`src/rtl/adder_arb_pkg.sv`:
```
// ============================================================================
// Module : adder_arb_pkg
// Shared FSM state type and round-robin pick helper for the adder sequencer.
// Rev    : 1.0
// ============================================================================
`default_nettype none

package adder_arb_pkg;

  typedef enum logic [1:0] {
    IDLE = 2'd0,
    PH1  = 2'd1,
    PH2  = 2'd2,
    RESP = 2'd3
  } seq_state_t;

  localparam int MAX_R   = 32;
  localparam int MAX_IDW = 5;

  // Returns the first valid index scanning from ptr+1 modulo r, or -1 if none.
  function automatic int rr_pick(input logic [MAX_R-1:0] valid, input int ptr, input int r);
    int pick;
    int idx;
    pick = -1;
    for (int k = 1; k <= MAX_R; k++) begin
      idx = (ptr + k) % r;
      if (k <= r && pick < 0 && valid[idx[MAX_IDW-1:0]]) begin
        pick = idx;
      end
    end
    return pick;
  endfunction

endpackage

`default_nettype wire

```
`src/rtl/nbit_adder.sv`:
```
// ============================================================================
// Module : nbit_adder
// Two-phase adder: low P bits and their carry are registered; high part is
// combinational from the operands and that registered carry.
// Rev    : 1.0
// ============================================================================
`default_nettype none

module nbit_adder #(
  parameter int N = 6,
  parameter int P = 2
) (
  input  logic         clk,
  input  logic         rstn,
  input  logic [N-1:0] a,
  input  logic [N-1:0] b,
  output logic [N-1:0] sum,
  output logic         c_out
);

  logic [P-1:0] r_sum_lo;
  logic         r_c_lo;
  logic [P:0]   w_lo;
  logic [N-P:0] w_hi;

  assign w_lo = {1'b0, a[P-1:0]} + {1'b0, b[P-1:0]};

  always_ff @(posedge clk) begin
    if (!rstn) begin
      r_sum_lo <= '0;
      r_c_lo   <= 1'b0;
    end else begin
      r_sum_lo <= w_lo[P-1:0];
      r_c_lo   <= w_lo[P];
    end
  end

  assign w_hi  = {1'b0, a[N-1:P]} + {1'b0, b[N-1:P]} + {{(N-P){1'b0}}, r_c_lo};
  assign sum   = {w_hi[N-P-1:0], r_sum_lo};
  assign c_out = w_hi[N-P];

endmodule

`default_nettype wire

```
`src/rtl/rr_arbiter.sv`:
```
// ============================================================================
// Module : rr_arbiter
// Combinational round-robin grant; the pointer register lives in the parent.
// Rev    : 1.0
// ============================================================================
`default_nettype none

module rr_arbiter
  import adder_arb_pkg::*;
#(
  parameter  int R   = 4,
  localparam int IDW = $clog2(R)
) (
  input  logic [R-1:0]   req_valid,
  input  logic [IDW-1:0] rr_ptr,
  output logic [R-1:0]   grant,
  output logic [IDW-1:0] grant_id,
  output logic           grant_any
);

  logic [MAX_R-1:0] w_valid_ext;
  int               w_pick;

  always_comb begin
    w_valid_ext        = '0;
    w_valid_ext[R-1:0] = req_valid;
    w_pick             = rr_pick(w_valid_ext, int'(rr_ptr), R);
    grant_any          = (w_pick >= 0);
    grant_id           = '0;
    for (int i = 0; i < R; i++) begin
      if (w_pick == i) grant_id = IDW'(i);
    end
  end

  for (genvar gi = 0; gi < R; gi++) begin : g_grant
    assign grant[gi] = grant_any && (grant_id == IDW'(gi));
  end

endmodule

`default_nettype wire

```
`src/rtl/adder_rr_sequencer.sv`:
```
// ============================================================================
// Module : adder_rr_sequencer
// Shares one two-phase nbit_adder between R requesters with round-robin grant.
// Rev    : 1.0
// ============================================================================
`default_nettype none

module adder_rr_sequencer
  import adder_arb_pkg::*;
#(
  parameter  int N   = 6,
  parameter  int P   = 2,
  parameter  int R   = 4,
  localparam int IDW = $clog2(R)
) (
  input  logic           clk,
  input  logic           rstn,
  input  logic [R-1:0]   req_valid,
  output logic [R-1:0]   req_ready,
  input  logic [R*N-1:0] req_a,
  input  logic [R*N-1:0] req_b,
  output logic           rsp_valid,
  input  logic           rsp_ready,
  output logic [IDW-1:0] rsp_id,
  output logic [N-1:0]   rsp_sum,
  output logic           rsp_cout
);

  seq_state_t     r_state;
  seq_state_t     w_state_nxt;
  logic [IDW-1:0] r_rr_ptr;
  logic [N-1:0]   r_op_a;
  logic [N-1:0]   r_op_b;
  logic [R-1:0]   w_grant;
  logic [IDW-1:0] w_grant_id;
  logic           w_grant_any;
  logic           w_accept;
  logic [N-1:0]   w_sum;
  logic           w_cout;

  rr_arbiter #(.R(R)) u_arb (
    .req_valid (req_valid),
    .rr_ptr    (r_rr_ptr),
    .grant     (w_grant),
    .grant_id  (w_grant_id),
    .grant_any (w_grant_any)
  );

  // Operands are held in r_op_* across PH1 and PH2 so the high part sees them stable.
  nbit_adder #(.N(N), .P(P)) u_adder (
    .clk   (clk),
    .rstn  (rstn),
    .a     (r_op_a),
    .b     (r_op_b),
    .sum   (w_sum),
    .c_out (w_cout)
  );

  always_comb begin
    w_state_nxt = r_state;
    req_ready   = '0;
    w_accept    = 1'b0;
    case (r_state)
      IDLE: begin
        if (w_grant_any) begin
          req_ready   = w_grant;
          w_accept    = 1'b1;
          w_state_nxt = PH1;
        end
      end
      PH1:     w_state_nxt = PH2;
      PH2:     w_state_nxt = RESP;
      RESP:    if (rsp_ready) w_state_nxt = IDLE;
      default: w_state_nxt = IDLE;
    endcase
  end

  always_ff @(posedge clk) begin
    if (!rstn) begin
      r_state   <= IDLE;
      r_rr_ptr  <= IDW'(R - 1);
      r_op_a    <= '0;
      r_op_b    <= '0;
      rsp_valid <= 1'b0;
      rsp_id    <= '0;
      rsp_sum   <= '0;
      rsp_cout  <= 1'b0;
    end else begin
      r_state <= w_state_nxt;
      if (w_accept) begin
        r_op_a   <= req_a[w_grant_id*N +: N];
        r_op_b   <= req_b[w_grant_id*N +: N];
        rsp_id   <= w_grant_id;
        r_rr_ptr <= w_grant_id;
      end
      if (r_state == PH2) begin
        rsp_sum   <= w_sum;
        rsp_cout  <= w_cout;
        rsp_valid <= 1'b1;
      end
      if (r_state == RESP && rsp_ready) begin
        rsp_valid <= 1'b0;
      end
    end
  end

endmodule

`default_nettype wire

```
`config.mk`:
```
export PLATFORM = sky130hd
export DESIGN_NAME = adder_rr_sequencer
export DESIGN_NICKNAME = d
export VERILOG_FILES = /design/src/rtl/adder_arb_pkg.sv /design/src/rtl/nbit_adder.sv /design/src/rtl/rr_arbiter.sv /design/src/rtl/adder_rr_sequencer.sv
export SDC_FILE = /design/constraint.sdc
export NUM_CORES = 1
export LEC_CHECK = 0
export CORE_ASPECT_RATIO = 1.75
export CORE_UTILIZATION = 48
export CTS_BUF_LIST = sky130_fd_sc_hd__clkbuf_4
export CTS_CLUSTER_SIZE = 8
export DETAILED_ROUTE_END_ITERATION = 16
export PLACE_DENSITY_LB_ADDON = 0.12
export SKIP_LAST_GASP = 1
export SLEW_MARGIN = 20
export SYNTH_ARGS = -nofsm -noshare
export SYNTH_HDL_FRONTEND = slang
export SYNTH_SLANG_ARGS = --single-unit
```
`constraint.sdc`:
```
create_clock -name clk -period 4.65 [get_ports clk]
set_input_delay 0.465 -clock clk [delete_from_list [all_inputs] [get_ports clk]]
set_output_delay 0.465 -clock clk [all_outputs]
set_load 0.005 [all_outputs]
```
==> reports/qor.log, run 1 <==
qor: worst_setup_path.critPathMaxStageDelay 0.58 ns
qor: worst_setup_path.crit_top_cell clkdlybuf4s50_1
qor: pwr.total_leakage_power 0.000986 uW
qor: sta.final_min_period_over_clock_period 64.5%
qor: clock_network.cts-buffers-inserted 5
qor: yosys.yosysWarningCount 0
qor: die.die_area 3740 sq um
qor: sta.setup_repair_after_global_routing_missed_its_margin false
qor: die.floorplan.io_pins 69
qor: worst_setup_path.crit_type primary input to output port
qor: layout.fin_util 72.1%
qor: worst_setup_path.timing.critical_path.to_type output port
qor: global_routing.grt_usage 22.2%
qor: yosys.post_synth_mux_area_share 18.5%
qor: die.start_util 49.9%
qor: worst_setup_path.worstPathBufferInverterCount 3
qor: worst_setup_path.critical-path-top-delay-family buffers and inverters
qor: clock_network.holdBufCountCts 0
qor: detailed_routing.routed-via-count 1533
qor: place.placed_cell_area 2370 sq um
qor: pwr.power_density 476 nW/um^2
qor: layout.syn2layout_area_growth 44.7%
qor: detailed_routing.drcViolationCount 0
qor: detailed_routing.drtAntennaViolNets 0
qor: clock_network.post_cts_sizing_count 0
qor: min_path.holdCritPathClass register to register
qor: clock_network.buffer_type_at_the_clock_tree_root clkbuf_4
qor: die.rows 28
qor: layout.diodes 0
qor: worst_setup_path.required 4.18 ns
qor: worst_setup_path.cpMaxStageDelayCell clkdlybuf4s50_1
qor: worst_setup_path.worstSetupStartpointType primary input
qor: yosys.synth.top_cells.by_area dfxtp_1 (35%), mux2i_1 (9.6%), a221o_1 (7.2%)
qor: clock_network.tritoncts_num_sinks 29
qor: yosys.syn_nets 232
qor: detailed_routing.routed_wire_length_per_instance 13.5 um
qor: yosys.netlist.top_cell.by_area dfxtp_1
qor: yosys.synth-async-reset-ratio 0%
qor: sta.max-slew-margin-rel 41.5%
qor: worst_setup_path.reg2reg_slack 2.50 ns
qor: detailed_routing.drt-total-wl 3810 um
qor: flow_run.max_cap_violations 0
qor: worst_setup_path.crit_chain clkdlybuf4s50_1 > nand3b_1 > a31oi_4 > buf_4 > nand2_1 > nor2_1 > clkdlybuf4s50_1
qor: clock_network.cts_max_level 2
qor: layout.final_nets 301
qor: die.coreArea 3360 sq um
qor: detailed_routing.vias_per_cell 5.44
qor: global_routing.grt_antenna_before_repair 0
qor: yosys.seq_area_frac_synth 34.6%
qor: die.die_y 80.2 um
qor: worst_setup_path.data_arrival_critical_path 2.53 ns
qor: sta.final_hold_viol_count 0
qor: sta.finalClockSkew 0.0152 ns
qor: clock_network.clock_tree_from_tritoncts done
qor: sta.timing.final.crit_period 3.00 ns
qor: yosys.post_synth_design_cell_area 1680 sq um
qor: status.run_status finished clean
qor: detailed_routing.drt_first_iter_violations 17
qor: yosys.synthCells 167
qor: yosys.synth_top_area_share 34.6%
qor: yosys.syn_area_per_cell 10.0 sq um
qor: yosys.ys_ff_latch 29
qor: global_routing.largest_net_degree_at_the_start_of_global_routing 29
qor: clock_network.post_cts.repair.setup_buffers 0
qor: sta.max_slew.worst_pin.slew 0.876 ns
qor: yosys.area_share_of_fa_ha_maj_cells_after_synthesis 8.81%
qor: layout.layout-drive-gt1-share 9.70%
qor: place.gpl_wtd_cong 0.726
qor: sta.achievable_freq 0.334 GHz
qor: yosys.dominantRegCellSynth dfxtp_1
qor: yosys.synth_xor_area_share 0.522%
qor: sta.report.final.setup_viol 0
qor: place.dpl.hpwl 3090 um
qor: clock_network.clock_insertion_delay_worst_skew 0.33 ns
qor: yosys.yosys.area_share.simple 14.5%
qor: yosys.main_combinational_cell_family_by_area_after_synthesis compound AO/OA/AOI/OAI gates
qor: place.buffer_ports.inserted 68
qor: sta.timing_max_transition_violations_final 0
qor: pwr.power.ir.vdd_worst 0.000281 V
qor: sta.setup-tns-final 0 ns
qor: global_routing.grt_remaining_overflow 0
qor: global_routing.number_of_global_route_vias_before_repair 1515
qor: yosys.synthDistinctLibCells 36
qor: worst_setup_path.largest_fanout_of_any_net_on_the_critical_path 28
qor: die.floorplan.die.width 46.7 um
qor: layout.post-route-cell-area 2430 sq um
qor: clock_network.clock_path_buffers 2
qor: clock_network.cts.clk_slew.worst_paths 0.09 ns
qor: yosys.synth-edff-count 0
qor: detailed_routing.detail_route.first_pass.iterations 5
qor: global_routing.global_route_wire_length_before_repair 6040 um
qor: yosys.synth_compound_area_share 18.7%
==> Yosys cell counts (3+ instances only) <==
| library cell | n |
|---|---|
| nor2_1 | 20 |
| a221o_1 | 12 |
| and2_1 | 6 |
| fa_1 | 3 |
| mux2_4 | 4 |
| a21oi_1 | 4 |
| o21ai_0 | 5 |
| mux2_2 | 8 |
| nand2_1 | 5 |
| dfxtp_1 | 29 |
| ha_1 | 7 |
| nand2b_1 | 4 |
| nor2b_1 | 8 |
| inv_1 | 6 |
| mux2i_1 | 16 |
==> final cells by class <==
type                    count  area, sq um
clock buffers               5         37.5
clock inverters             3         17.5
fillers                   276          937
inverters                   6         22.5
multi-input cells         125         1020
flip-flops and latches     29          581
well taps                  45         56.3
repair buffers             69          688
==> metal layers <==
layer / vias to the layer above / part of all wire [%] / track usage (%)
met5: - / 0 / 0
met4: 0 / 0.68 / 8.00
met3: 4 / 5.1 / 6.52
met2: 56 / 59 / 42.5
met1: 729 / 36 / 20.2
li1: 744 / - / -
==> kinds of logic (layout without fill, tap and decap cells) <==
family,Yosys count,in the layout
mux,28,28
xor+xnor,1,1
simple gates,49,49
flops,29,29
fa+ha+maj,10,10
buf+inv,13,83
compound gates,37,37
==> metrics by stage <==
step | hold WS, ns | setup slack [ns] | cells | power, uW
floorplan | 0.456 | 2.80 | 167 | 815
global placement | 0.460 | 1.72 | 274 | 977
detailed placement | 0.460 | 1.62 | 274 | 1010
CTS | 0.472 | 1.64 | 282 | 1160
global route | 0.500 | 1.55 | 282 | 1240
finish | 0.468 | 1.65 | 282 | 1150
==> tightest hold or removal path: stages (launching register included) <==
cell and delay (ns):
dfxtp_1 0.32, nand2_1 0.05, a21boi_0 0.06
==> report_power, final <==
part           internal, uW  switching [uW]
combinational           333             261
clock                  56.9            92.9
sequential              345            66.5
total                   735             420
==> final timing paths <==
kind | cells past startpoint | endpoint | start
worst max register to register | 6 | r_op_b[2]$_SDFFE_PN0P_ | r_state[0]$_SDFFE_PN0P_
worst max-delay path | 7 | req_ready[3] | req_valid[3]
worst min register to register | 2 | rsp_id[1]$_SDFFE_PN0P_ | rsp_id[1]$_SDFFE_PN0P_
worst min-delay path | 2 | rsp_id[1]$_SDFFE_PN0P_ | rsp_id[1]$_SDFFE_PN0P_
==> state kept, by name, indices dropped and copies added (netlist names) <==
signal and count:
rsp_id 2, r_rr_ptr 2, rsp_sum 6, rsp_cout 1, rsp_valid 1, u_adder.r_sum_lo 2
u_adder.r_c_lo 1, r_state 2, r_op_a 6, r_op_b 6
==> placed cells by master, fill, tap and decap left out, drive strengths merged <==
cell / Yosys / layout
mux2: 12 / 12
nand2b: 4 / 4
o41ai: 1 / 1
clkinvlp: 0 / 1
nand3b: 2 / 2
nand3: 1 / 1
o31ai: 1 / 1
o22a: 1 / 1
inv: 6 / 6
a21o: 2 / 2
o21ai: 5 / 5
xnor2: 1 / 1
a31oi: 2 / 2
dfxtp: 29 / 29
a21boi: 3 / 3
a221o: 12 / 12
nor3: 2 / 2
and2: 6 / 6
clkinv: 0 / 2
o211a: 2 / 2
nor2b: 8 / 8
o211ai: 1 / 1
fa: 3 / 3
nor2: 20 / 20
o41a: 1 / 1
ha: 7 / 7
a21oi: 4 / 4
clkdlybuf4s50: 0 / 68
buf: 5 / 1
o21a: 2 / 2
clkbuf: 2 / 5
and3: 1 / 1
nand2: 5 / 5
mux2i: 16 / 16
No activity file was read; power rests on OpenSTA's default activity.
==> run 2: changes to the inputs <==
CORE_UTILIZATION = 40   (was 48)
clock period = 2.5 ns   (was 4.65 ns; I/O delays follow)
==> run 2 against run 1 <==
Sequential share of layout area fell by 0.52 points. Global-route usage fell by 4.1 points. Die area rose by 19%. Final area rose by 2.9%. Core utilization fell by 8.8 points. Count of clock-buffer cells in the layout rose by 1. Critical path type is now register to output port. Worst setup slack got worse by 1.5 ns. Via count fell by 2.3%. Critical endpoint is now req_ready[0]. Largest power group unchanged. First-iteration DRC count rose by 120%. Critical path depth fell by 1.
==> reports/qor.log, run 2 (synthesis results as in run 1) <==
qor: clock_network.clock_tree_from_tritoncts done [unchanged]
qor: detailed_routing.drtAntennaViolNets 0 [unchanged]
qor: worst_setup_path.reg2regPathDepth 6 [unchanged]
qor: worst_setup_path.largest_fanout_of_any_net_on_the_critical_path 7 [was 28]
qor: pwr.fraction_of_power_spent_switching_nets 33.4% [was 36.4%]
qor: worst_setup_path.reg2reg_slack 0.33 ns [was 2.50 ns]
qor: pwr.power_density 909 nW/um^2 [was 476 nW/um^2]
qor: clock_network.post_cts.repair.setup_buffers 0 [unchanged]
qor: detailed_routing.routed-via-count 1498 [was 1533]
qor: pwr.power_report.internal_total 1510 uW [was 735 uW]
qor: detailed_routing.drcViolationCount 0 [unchanged]
qor: detailed_routing.detail_route.first_pass.iterations 4 [was 5]
qor: pwr.power_frac_seq 34.0% [was 35.6%]
qor: layout.diodes 0 [unchanged]
qor: die.rows 30 [was 28]
qor: die.floorplan.io_pins 69 [unchanged]
qor: clock_network.tritoncts_num_sinks 29 [unchanged]
qor: global_routing.largest_net_degree_at_the_start_of_global_routing 27 [was 29]
qor: sta.timing.final.crit_period 2.38 ns
qor: status.run_status finished clean [unchanged]
qor: pwr.combinational_power_share 49.8% [was 51.4%]
qor: clock_network.cts-buffers-inserted 5 [unchanged]
qor: layout.final_nets 303 [was 301]
qor: place.gpl_wtd_cong 0.706 [was 0.726]
qor: sta.final_hold_viol_count 0 [unchanged]
qor: sta.timing_max_transition_violations_final 0 [unchanged]
qor: sta.max-slew-margin-rel 44.4% [was 41.5%]
qor: place.dpl.hpwl 3070 um [was 3090 um]
qor: die.start_util 42.5% [was 49.9%]
qor: clock_network.clock_insertion_delay_worst_skew 0.32 ns [was 0.33 ns]
qor: global_routing.grt-busiest-layer met2 [unchanged]
qor: worst_setup_path.worstReg2RegEnd r_op_a[0]$_SDFFE_PN0P_ [was r_op_b[2]$_SDFFE_PN0P_]
qor: sta.setup-tns-final 0 ns [unchanged]
qor: detailed_routing.vias_per_cell 5.22 [was 5.44]
qor: pwr.pwr-share-clk 16.2% [was 13.0%]
qor: worst_setup_path.data_arrival_critical_path 2.13 ns [was 2.53 ns]
qor: min_path.hold_path_end rsp_id[1]$_SDFFE_PN0P_ [unchanged]
qor: pwr.total_leakage_power 0.00104 uW [was 0.000986 uW]
qor: global_routing.grt_remaining_overflow 0 [unchanged]
qor: detailed_routing.drt-total-wl 3740 um [was 3810 um]
qor: die.die_y 87.6 um [was 80.2 um]
qor: clock_network.buffer_type_at_the_clock_tree_root clkbuf_4 [unchanged]
qor: layout.finalNonFillerCells 287 [was 282]
qor: layout.post-route-cell-area 2500 sq um [was 2430 sq um]
qor: die.coreArea 3940 sq um [was 3360 sq um]
qor: layout.syn2layout_area_growth 48.9% [was 44.7%]
qor: sta.report.final.setup_viol 0 [unchanged]
qor: layout.commonest_cells_after_routing_fill_and_taps_aside clkdlybuf4s50_1 (65), dfxtp_1 (28), nor2_1 (20) [was clkdlybuf4s50_1 (68), dfxtp_1 (29), nor2_1 (20)]
qor: place.placed_cell_area 2400 sq um [was 2370 sq um]
qor: clock_network.clock_path_buffers 2 [unchanged]
qor: min_path.hp-start rsp_id[1]$_SDFFE_PN0P_ [unchanged]
qor: worst_setup_path.required 2.25 ns [was 4.18 ns]
qor: detailed_routing.routed_wire_length_per_instance 13.0 um [was 13.5 um]
qor: worst_setup_path.worstSetupStartpointType register [was primary input]
qor: sta.finalClockSkew 0.0146 ns [was 0.0152 ns]
qor: worst_setup_path.timing.critical_path.to_type output port [unchanged]
qor: clock_network.cts.clk_slew.worst_paths 0.08 ns [was 0.09 ns]
qor: global_routing.grt_util_met2 35.3% [was 42.5%]
qor: pwr.netSwitchingPower 758 uW [was 420 uW]
qor: flow_run.max_cap_violations 0 [unchanged]
qor: global_routing.global_route_wire_length_before_repair 6220 um [was 6040 um]
qor: layout.layout-drive-gt1-share 10.9% [was 9.70%]
qor: global_routing.gr-usage-met1 17.8% [was 20.2%]
qor: place.placedCellCount 279 [was 274]
qor: clock_network.holdBufCountCts 0 [unchanged]
qor: layout.final_common_cell clkdlybuf4s50_1 [unchanged]
qor: pwr.power.ir.vdd_worst 0.000673 V [was 0.000281 V]
qor: layout.largestRegisters r_op_a x6, r_op_b x6, rsp_sum x6 [unchanged]
qor: global_routing.number_of_global_route_vias_before_repair 1514 [was 1515]
qor: sta.achievable_freq 0.420 GHz
qor: die.die_area 4460 sq um [was 3740 sq um]
qor: sta.final_min_period_over_clock_period 95.2%
qor: worst_setup_path.timing.rr.start r_state[0]$_SDFFE_PN0P_ [unchanged]
qor: min_path.holdCritPathClass register to register [unchanged]
qor: die.floorplan.die.width 50.9 um [was 46.7 um]
qor: min_path.hold_depth 2 [unchanged]
qor: sta.setup_repair_after_global_routing_missed_its_margin false [unchanged]
qor: clock_network.cts_max_level 2 [unchanged]
qor: global_routing.grt_use_met3 4.17% [was 6.52%]
qor: detailed_routing.drt_first_iter_violations 37 [was 17]
qor: global_routing.grt_antenna_before_repair 0 [unchanged]
qor: worst_setup_path.crit_type register to output port [was primary input to output port]
qor: global_routing.grt_usage 18.1% [was 22.2%]
qor: place.buffer_ports.inserted 68 [unchanged]
qor: pwr.totalPowerFinal 2270 uW [was 1150 uW]
qor: sta.max_slew.worst_pin.slew 0.832 ns [was 0.876 ns]
## run 2: what timing repair did
item / 4_1_cts / 5_1_grt
pin swaps: 0 / 0
resized for setup: 1 / 5
setup endpoints to repair: 1 / 1
## run 2: layer usage
layer / share of wire, % / routed length (um)
met2: 56 / 2080
met1: 38 / 1420
met5: 0 / 0
met4: 1.3 / 49
met3: 5.2 / 195
## run 2: per-stage QoR
step	setup slack (ns)	hold WS [ns]	util, %
after detailed placement	0.0438	0.459	61.0
after floorplan	0.726	0.344	-
after CTS	0.0350	0.469	63.0
after global placement	0.116	0.456	61.0
after global routing	0.00501	0.514	63.3
final	0.121	0.465	63.3
## run 2: power by group through the flow
stage	sequential (uW)	combinational, uW	clock, uW
3_3_place_gp	767	1100	0
4_1_cts	768	1140	378
2_1_floorplan	748	767	0
3_5_place_dp	777	1130	0
6_report	771	1130	368
5_1_grt	794	1250	405
## run 2: critical path, cell delays in order, from the launching register on
cell and delay [ns]:
dfxtp_4 0.39, mux2i_1 0.22, o22a_1 0.20, o21a_1 0.19, and2_1 0.18, nor2b_1 0.13
clkdlybuf4s50_1 0.50
## run 2: cell type report
cell class              instances  area [sq um]
clock buffers                   6          45.0
inverters                       6          22.5
repair buffers                 71           723
well taps                      48          60.1
flip-flops and latches         29           584
fillers                       349          1450
multi-input cells             125          1030
clock inverters                 2          33.8
## run 2: worst max-delay path by stage
stage | startpoint | endpoint | slack (ns) | cells after the start
3_5_place_dp | req_valid[2] | req_ready[0] | 0.04 | 7
6_report | r_rr_ptr[1]$_SDFFE_PN1P_ | req_ready[0] | 0.12 | 6
2_1_floorplan | r_rr_ptr[1]$_SDFFE_PN1P_ | r_op_a[5]$_SDFFE_PN0P_ | 0.73 | 5
4_1_cts | req_valid[2] | req_ready[0] | 0.04 | 7
5_1_grt | r_rr_ptr[1]$_SDFFE_PN1P_ | req_ready[0] | 0.005 | 6
3_3_place_gp | req_valid[2] | req_ready[0] | 0.12 | 7
